<file path="src/rtl/adder_subtracter_pkg.sv">
// Shared constants and types for the adder_subtracter datapath block.
// Optional build macro: ADDSUB_FLAGS_EN (adds registered Overflow/Zero flags to the top).
package adder_subtracter_pkg;

    // Operand width used when the top is instantiated without overrides
    localparam int DEFAULT_WIDTH = 8;

    // Encoding of the SUB select input
    typedef enum logic {
        OP_ADD = 1'b0,
        OP_SUB = 1'b1
    } op_e;

    // Carry injected at bit 0: subtract turns the borrow-in into ~C_in
    function automatic logic chain_carry_in(input logic c_in, input logic sub);
        return c_in ^ sub;
    endfunction

endpackage

</file>
<file path="src/rtl/adder_subtracter_full_adder.sv">
// Single-bit full adder cell used as one stage of the ripple-carry chain.
module full_adder (
    input  logic a,
    input  logic b,
    input  logic cin,
    output logic sum,
    output logic cout
);

    // Purely combinational sum and carry of three input bits
    always_comb begin
        sum  = a ^ b ^ cin;
        cout = (a & b) | (a & cin) | (b & cin);
    end

endmodule

</file>
<file path="src/rtl/adder_subtracter.sv">
// Registered N-bit two's-complement adder/subtractor with carry-in and carry-out.
// SUB=0 computes A + B + C_in, SUB=1 computes A + ~B + ~C_in (= A - B - C_in).
// Carry is the raw carry-out of the adder, so on subtract Carry=1 means "no borrow".
// Optional build macro: ADDSUB_FLAGS_EN adds registered Overflow and Zero outputs.
module adder_subtracter
    import adder_subtracter_pkg::*;
#(
    parameter int width = DEFAULT_WIDTH
) (
    input  logic             clk,
    input  logic             rst_n,
    input  logic [width-1:0] A,
    input  logic [width-1:0] B,
    input  logic             C_in,
    input  logic             SUB,
    output logic [width-1:0] OUT,
    output logic             Carry
`ifdef ADDSUB_FLAGS_EN
    ,
    output logic             Overflow,
    output logic             Zero
`endif
);

    localparam int sum_width = width + 1;

    logic                 invert_b;
    logic [width-1:0]     b_eff;
    logic [width:0]       carry_chain;
    logic [width-1:0]     sum_bits;
    logic [sum_width-1:0] result;

    // Condition operand B and the chain carry-in according to the selected operation
    always_comb begin
        invert_b       = (SUB == OP_SUB);
        b_eff          = B ^ {width{invert_b}};
        carry_chain[0] = chain_carry_in(C_in, SUB);
    end

    // Ripple chain: one full adder per bit, carry flowing from LSB to MSB
    for (genvar i = 0; i < width; i++) begin : g_ripple
        full_adder u_fa (
            .a    (A[i]),
            .b    (b_eff[i]),
            .cin  (carry_chain[i]),
            .sum  (sum_bits[i]),
            .cout (carry_chain[i+1])
        );
    end

    assign result = {carry_chain[width], sum_bits};

`ifdef ADDSUB_FLAGS_EN
    logic overflow_next;
    logic zero_next;

    // Signed overflow: operands agree in sign but the result sign differs
    always_comb begin
        overflow_next = (A[width-1] == b_eff[width-1]) && (sum_bits[width-1] != A[width-1]);
        zero_next     = (sum_bits == '0);
    end

    // Flag register shares the result's single-cycle latency and synchronous clear
    always_ff @(posedge clk) begin
        if (!rst_n) begin
            Overflow <= 1'b0;
            Zero     <= 1'b0;
        end else begin
            Overflow <= overflow_next;
            Zero     <= zero_next;
        end
    end
`endif

    // Output register: reset wins, otherwise capture a new result every cycle
    always_ff @(posedge clk) begin
        if (!rst_n) begin
            OUT   <= '0;
            Carry <= 1'b0;
        end else begin
            OUT   <= result[width-1:0];
            Carry <= result[sum_width-1];
        end
    end

endmodule

</file>
<file path="config.mk">
export PLATFORM = sky130hd
export DESIGN_NAME = adder_subtracter
export DESIGN_NICKNAME = d
export VERILOG_FILES = /design/src/rtl/adder_subtracter_pkg.sv /design/src/rtl/adder_subtracter_full_adder.sv /design/src/rtl/adder_subtracter.sv
export SDC_FILE = /design/constraint.sdc
export NUM_CORES = 1
export LEC_CHECK = 0
export CAP_MARGIN = 20
export CORE_MARGIN = 2
export CORE_UTILIZATION = 33
export DETAILED_ROUTE_END_ITERATION = 12
export PLACE_DENSITY = 0.81
export SLEW_MARGIN = 20
export SYNTH_ARGS = -nofsm -noshare
export SYNTH_HDL_FRONTEND = slang
export SYNTH_SLANG_ARGS = --single-unit
</file>
<file path="constraint.sdc">
create_clock -name clk -period 3.75 [get_ports clk]
set_input_delay 0.5625 -clock clk [delete_from_list [all_inputs] [get_ports clk]]
set_output_delay 0.5625 -clock clk [all_outputs]
set_load 0.1 [all_outputs]
</file>
# --- Word-level counts from Yosys, hierarchy flattened ---
# Index checks and enable logic that the tools add are counted.
word_totals:
  regBits: 9
  input_bits: 20
  output_inout_bits: 9
  elab_cells: 60
op_classes:
  bitwise: 58
ops:
  columns: ["op", "n"]
  rows:
  - ["AND 1 bit", 24]
  - ["bitwise XOR 1 bit", 17]
  - ["bitwise OR 1 bit", 16]
  - ["bitwise XOR 8 bit", 1]

# --- Depth between registers and ports, before layout ---
# Gate-level depths: netlist of run 1.
logic_depth:
  ltp_word: 25
  ltp_mapped: 13
  ltp_nobuf: 12

# --- Cells and area by module ---
# From an unflattened synthesis of run 1, not the netlist that was laid out.
unflattened:
  cells_unflattened: 36
  hier_area_um2: 486.7
modules_own_cells:
  columns: ["module", "instances", "cells_each", "area_each_um2", "seq_area_each_um2"]
  rows:
  - ["adder_subtracter", 1, 28, 326.6, 180.2]
  - ["full_adder", 8, 1, 20.0, 0.0]

# --- Worst setup path after synthesis of run 1 ---
# Ideal clock, no wire load.
synth_timing:
  path_kind: "input-to-reg"
  start: "input port SUB"
  end: "register OUT[7]"
  setup_time_ns: 0.115
  arrival_time_ns: 3.951
  required_ns: 3.635
  slack_ns: -0.316
  stages: 13
  path_buffers: 1
  cell_sequence: "buf_6 xor2_1 fa_1 inv_1 fa_1 fa_1 fa_1 fa_1 fa_1 fa_1 inv_1 fa_1 and2_1"
synth_between:
  elab_chain_len: 23
  elab_cells_between_ends: 39
  classes_between: "bitwise (39)"
synth_rtl:
  columns: ["element", "line_no", "rtl"]
  rows:
  - ["start, declared", "adder_subtracter.sv:15", "input logic SUB,"]
  - ["bitwise XOR 8 bit or bitwise XOR 1 bit (tied branches)", "adder_subtracter.sv:36, adder_subtracter_pkg.sv:16", null]
  - ["AND 1 bit", "adder_subtracter_full_adder.sv:13", "cout = (a & b) | (a & cin) | (b & cin);"]
  - ["bitwise OR 1 bit (2 in series)", "adder_subtracter_full_adder.sv:13", null]
  - ["AND 1 bit", "adder_subtracter_full_adder.sv:13", null]
  - ["bitwise OR 1 bit (2 in series)", "adder_subtracter_full_adder.sv:13", null]
  - ["AND 1 bit", "adder_subtracter_full_adder.sv:13", null]
  - ["bitwise OR 1 bit (2 in series)", "adder_subtracter_full_adder.sv:13", null]
  - ["AND 1 bit", "adder_subtracter_full_adder.sv:13", null]
  - ["bitwise OR 1 bit (2 in series)", "adder_subtracter_full_adder.sv:13", null]
  - ["AND 1 bit", "adder_subtracter_full_adder.sv:13", null]
  - ["bitwise OR 1 bit (2 in series)", "adder_subtracter_full_adder.sv:13", null]
  - ["AND 1 bit", "adder_subtracter_full_adder.sv:13", null]
  - ["bitwise OR 1 bit (2 in series)", "adder_subtracter_full_adder.sv:13", null]
  - ["AND 1 bit", "adder_subtracter_full_adder.sv:13", null]
  - ["bitwise OR 1 bit (2 in series)", "adder_subtracter_full_adder.sv:13", null]
  - ["bitwise XOR 1 bit (*)", "adder_subtracter_full_adder.sv:12", "sum = a ^ b ^ cin;"]
  - ["net g_ripple[7].u_fa.sum", "adder_subtracter_full_adder.sv:6", "output logic sum,"]
  - ["end signal, assigned", "adder_subtracter.sv:81", "OUT <= result[width-1:0];"]
  - ["end, declared", "adder_subtracter.sv:16", "output logic [width-1:0] OUT,"]
# The timed path passes the listed nets; every way through them passes the cells marked *.
# A chain may end at the register's enable or synchronous reset.

# --- Final worst setup path of run 1 ---
layout_timing:
  start: "input port B[1]"
  end: "register OUT[7]"
layout_between:
  elab_chain_len: 20
  elab_cells_between_ends: 26
  classes_between: "bitwise (26)"
layout_rtl:
  columns: ["element", "line_no", "rtl"]
  rows:
  - ["start, declared", "adder_subtracter.sv:13", "input logic [width-1:0] B,"]
  - ["bitwise XOR 8 bit (*)", "adder_subtracter.sv:36", "b_eff = B ^ {width{invert_b}};"]
  - ["AND 1 bit", "adder_subtracter_full_adder.sv:13", null]
  - ["bitwise OR 1 bit", "adder_subtracter_full_adder.sv:13", null]
  - ["bitwise OR 1 bit (*)", "adder_subtracter_full_adder.sv:13", null]
  - ["AND 1 bit", "adder_subtracter_full_adder.sv:13", null]
  - ["bitwise OR 1 bit", "adder_subtracter_full_adder.sv:13", null]
  - ["bitwise OR 1 bit (*)", "adder_subtracter_full_adder.sv:13", null]
  - ["AND 1 bit", "adder_subtracter_full_adder.sv:13", null]
  - ["[5 not listed]", null, null]
  - ["AND 1 bit", "adder_subtracter_full_adder.sv:13", null]
  - ["bitwise OR 1 bit", "adder_subtracter_full_adder.sv:13", null]
  - ["bitwise OR 1 bit (*)", "adder_subtracter_full_adder.sv:13", null]
  - ["AND 1 bit", "adder_subtracter_full_adder.sv:13", null]
  - ["bitwise OR 1 bit", "adder_subtracter_full_adder.sv:13", null]
  - ["bitwise OR 1 bit (*)", "adder_subtracter_full_adder.sv:13", null]
  - ["bitwise XOR 1 bit (*)", "adder_subtracter_full_adder.sv:12", null]
  - ["net g_ripple[7].u_fa.sum", "adder_subtracter_full_adder.sv:6", null]
# Marks and branches as above.

==> out/qor.yml, run 1 <==
path_cells: "clkdlybuf4s50_1 > xnor2_1 > fa_2 > fa_2 > fa_2 > fa_2 > fa_2 > fa_2 > inv_2 > fa_1 > and2_1"
final_cells: 93
first_iter_violations: 2
yosysUniqueCellTypes: 8
hold_class: "in2reg"
ys_warn_count: 0
vias: 376
synth_nets: 72
grt_pass1_wl_um: 1450
hold_slack_ns: 0.902
area_growth_pct: 67.6
relSlewSlack_pct: 34.4
drv_slew: 0
clk_pin_slew_ns: 0.06
synth_edf_count: 0
yosys-top-cells-area: "dfxtp_1 35%, fa_1 31%, xnor2_1 10%, nor2b_1 7.3%, inv_1 5.8%"
pin_count: 29
overflow: 0
final.period_utilization_pct: 97.9
dp_cells: 89
setup_viol_count_final: 0
fmax_ghz: 0.272
gr-usage-met3_pct: 0
io_buffers: 28
dieHeight_um: 43.6
worst_slew_pin_slew_ns: 0.982
yosys.area.top_type_share_pct: 34.9
wl_um: 871
fin_crit_ns: 3.67
die_area_um2: 1900
maxCapViolations: 0
gr-usage-met1_pct: 11.6
hold_viol_final: 0
crit_slowest_cell: "clkdlybuf4s50_1"
initial_core_util_pct: 34.7
peakVddDrop_mv: 0.184
clockRootBuffer: "clkbuf_4"
synthCells: 44
grt_use_total_pct: 10.9
outcome: "finished clean"
wl_per_cell_um: 9.37
die_w_um: 43.6
ys_top_cells_by_count: "9 x dfxtp_1, 8 x fa_1, 8 x inv_1"
syn-cell-area_um2: 517
h-tree-depth: 1
yosys_most_used_dff: "dfxtp_1"
cp_data_required_time_ns: 3.91
power_leakage_nw: 0.352
critPathArrivalTime_ns: 3.83
grt_pass1_vias: 373
grt_busiest_layer: "met2"
rows: 14
p_per_area_nw_per_um2: 485
critPathMaxStageDelay_ns: 0.41
cts_buffers: 3
use_met2_pct: 18.8
cts_tree: "built"
synth_most_common_cell: "dfxtp_1"
clk_path_buf_depth: 2
core-area_um2: 1490
first_pass_iters: 4
yosysTopAreaCell: "dfxtp_1"
clock_sinks: 9
drcViolationCount: 0
antenna_found_initial: 0
path_max_fanout: 1
grt_max_degree: 10
fin_util_pct: 58.2
cp_common_cell: "fa_2"
rsz0062_at_grt: "no"
syn_avg_cell_area_um2: 11.7
synthArstFlopShare_pct: 0
ant_nets: 0
num_antenna_cells: 0
ys_ff_latch: 9
ys_seq_area_share_pct: 34.9
routabilityCongestion: 0.643
via_per_inst: 4.04
critPathCaptureType: "flip-flop"
hpwlAfterDp_um: 769
start_kind: "primary input"
crit_type: "in2reg"
drive_gt1_share_pct: 23.4
final_nets: 106
-- kinds of logic (layout without fill, tap and decap cells) --
| family | Yosys count | after routing | synth area share [%] |
|---|---|---|---|
| xor gates and xnor gates | 9 | 9 | 15.3 |
| buffers and inverters | 9 | 42 | 7.99 |
| DFF | 9 | 9 | 34.9 |
| and+or+nand+nor | 9 | 9 | 10.9 |
| adders and majority gates | 8 | 8 | 31.0 |
-- per-layer routing --
metal  share of wire, %  vias up  wire (µm)
met3                6.3        2         55
met5                  0        -          0
li1                   -      188          -
met4                2.0        0         17
met1                 35      165        301
met2                 57       21        498
-- critical path, delay by kind of cell --
kind	cells	cell delay, ns
AND/OR/NAND/NOR	1	0.16
buffers and inverters	2	0.47
adder cells (fa/ha/maj)	7	2.49
XOR/XNOR	1	0.15
-- power by group --
group	total, mW	switching, mW	internal, mW
registers	0.116	0.00388	0.112
logic	0.230	0.159	0.0709
clock network	0.0736	0.0327	0.0409
-- placed cells by master (no fill, tap or decap) --
master	n
fa_2	7
fa_1	1
xnor2_1	6
clkdlybuf4s50_1	24
xor2_1	1
clkbuf_4	4
buf_2	1
clkbuf_2	1
xor2_2	2
inv_2	1
inv_1	7
clkbuf_1	1
dfxtp_1	9
dlygate4sd2_1	1
nor2b_1	6
and2_1	3
buf_4	2
-- area by class of cell --
class / count / area, µm²
Fill cell: 131 / 623
Multi-Input combinational cell: 26 / 328
Timing Repair Buffer: 30 / 282
Sequential cell: 9 / 180
Inverter: 8 / 30.0
Clock buffer: 4 / 26.3
Tap cell: 16 / 20.0
-- path summary, 6_finish.rpt --
kind | from | end | cells past startpoint
hold / removal | B[0] | OUT[0] | 4
setup / recovery | B[1] | OUT[7] | 11
-- what timing repair did --
action	in CTS	in global routing
gates resized for setup	14	3
hold buffers	0	0
buffers inserted	0	0
pin swaps	3	2
setup endpoints to repair	3	1
cloned	0	0
-- through the flow --
stage                     cell area [µm²]  worst slack, ns  power (mW)  setup TNS, ns
after floorplan                       548           -0.152       0.287         -0.152
after global placement                848           -0.719       0.347          -1.38
after detailed placement              848           -0.801       0.349          -1.65
after CTS                             875          0.00293       0.425              0
after global routing                  866          0.00568       0.443              0
final                                 866           0.0775       0.420              0
-- flip-flops by register name (all words and copies together), names as in the netlist --
name,flops
OUT,8
Carry,1
Note: power is estimated with default switching activity, not from simulation.
==> run 2, diff against run 1 <==
- SETUP_SLACK_MARGIN: unset -> 0.05
- SLEW_MARGIN: 20 -> unset
==> out/qor.yml, run 2 (synthesis results as in run 1) <==
outcome: "finished clean"
cts_tree: "built"
peakVddDrop_mv: 0.184
grt_max_degree: 10
cp_num_buf_inv: 2
critPathLaunch: "B[1]"
clockRootBuffer: "clkbuf_4"
path_max_fanout: 1
maxCapViolations: 0
swShare_pct: 46.6
regMostFlops: "OUT"
routabilityCongestion: 0.643
dieHeight_um: 43.6
fin_util_pct: 58.2
crit_slowest_cell: "clkdlybuf4s50_1"
hpwlAfterDp_um: 769
ant_nets: 0
area_growth_pct: 67.6
io_buffers: 28
largest_reg_flops: 8
worst_slew_pin_slew_ns: 0.982
power_leakage_nw: 0.352
drive_gt1_share_pct: 23.4
num_antenna_cells: 0
hold_start: "A[0]"
first_pass_iters: 4
relSlewSlack_pct: 34.4
fin_crit_ns: 3.67
rows: 14
overflow: 0
p_int_mw: 0.224
clock_sinks: 9
grt_use_total_pct: 10.9
p_clk_share_pct: 17.5
dp_cells: 89
fmax_ghz: 0.272
die_w_um: 43.6
core-area_um2: 1490
cts_buffers: 3
drv_slew: 0
critPathArrivalTime_ns: 3.83
cp_num_cells: 11
initial_core_util_pct: 34.7
min_to: "OUT[0]"
final_nets: 106
post_cts_buffers: 0
power_frac_seq_pct: 27.7
hold_viol_final: 0
cp_common_cell: "fa_2"
path_cells: "clkdlybuf4s50_1 > xnor2_1 > fa_2 > fa_2 > fa_2 > fa_2 > fa_2 > fa_2 > inv_2 > fa_1 > and2_1"
grt_pass1_wl_um: 1450
clk_pin_slew_ns: 0.06
share_comb_of_total_power_pct: 54.8
wl_per_cell_um: 9.37
wl_um: 871
tns_ns: 0
reg_top3: "OUT (8), Carry (1)"
pin_count: 29
power_mw: 0.420
hold_class: "in2reg"
start_kind: "primary input"
via_per_inst: 4.06
cp_top_family: "adder cells"
mostFrequentLayoutCells: "24 x clkdlybuf4s50_1, 9 x dfxtp_1, 7 x inv_1, 7 x fa_2"
critPathMaxStageDelay_ns: 0.41
die_area_um2: 1900
cp_data_required_time_ns: 3.91
whs_path_depth: 3
setup_ws_ns: 0.0777
final.period_utilization_pct: 97.9
critPathCaptureType: "flip-flop"
h-tree-depth: 1
vias: 378
clk_path_buf_depth: 2
rsz0062_at_grt: "yes"
first_iter_violations: 2
p_per_area_nw_per_um2: 485
setup_viol_count_final: 0
place_ws_ns: -0.801
antenna_found_initial: 0
drcViolationCount: 0
final_common_cell: "clkdlybuf4s50_1"
grt_pass1_vias: 373
switchingPower_mw: 0.196
final_cells: 93
postCtsHoldBufs: 0
crit_type: "in2reg"
==> run 2: worst max path at each step <==
| stage | slack [ns] | end |
|---|---|---|
| 6_report | 0.08 | OUT[7] |
| 5_1_grt | 0.006 | OUT[7] |
| 4_1_cts | 0.02 | OUT[7] |
| 3_5_place_dp | -0.80 | OUT[7] |
| 3_3_place_gp | -0.72 | OUT[7] |
| 2_1_floorplan | -0.15 | OUT[7] |
==> run 2: per-layer routing <==
metal / vias to the layer above / part of all wire [%] / track usage (%)
met1: 167 / 35 / 11.6
li1: 188 / - / -
met4: 0 / 2.0 / 10.9
met3: 2 / 6.3 / 0
met5: - / 0 / 0
met2: 21 / 57 / 18.8
==> run 2: timing repair <==
item / in CTS / in global routing
setup endpoints to repair: 3 / 1
pin swaps: 3 / 1
gates resized for setup: 16 / 2
hold endpoints to repair: 0 / 0
==> run 2: stage by stage <==
stage	cell area (µm²)	hold WS, ns
floorplan	548	0.684
global placement	848	1.29
detailed placement	848	1.29
CTS	870	0.901
global route	866	0.909
finish	866	0.903
==> run 2: area by class of cell <==
class / instances / area (µm²)
clock buffer: 4 / 26.3
multi-input combinational: 26 / 328
inverter: 8 / 30.0
timing repair buffer: 30 / 282
tap: 16 / 20.0
sequential: 9 / 180
fill: 129 / 623
==> run 2: power by group through the flow <==
stage	Clock [mW]	Combinational (mW)	Sequential, mW
6_report	0.0736	0.230	0.116
5_1_grt	0.0815	0.244	0.118
4_1_cts	0.0755	0.233	0.116
3_5_place_dp	0	0.231	0.119
3_3_place_gp	0	0.229	0.118
2_1_floorplan	0	0.0473	0.240
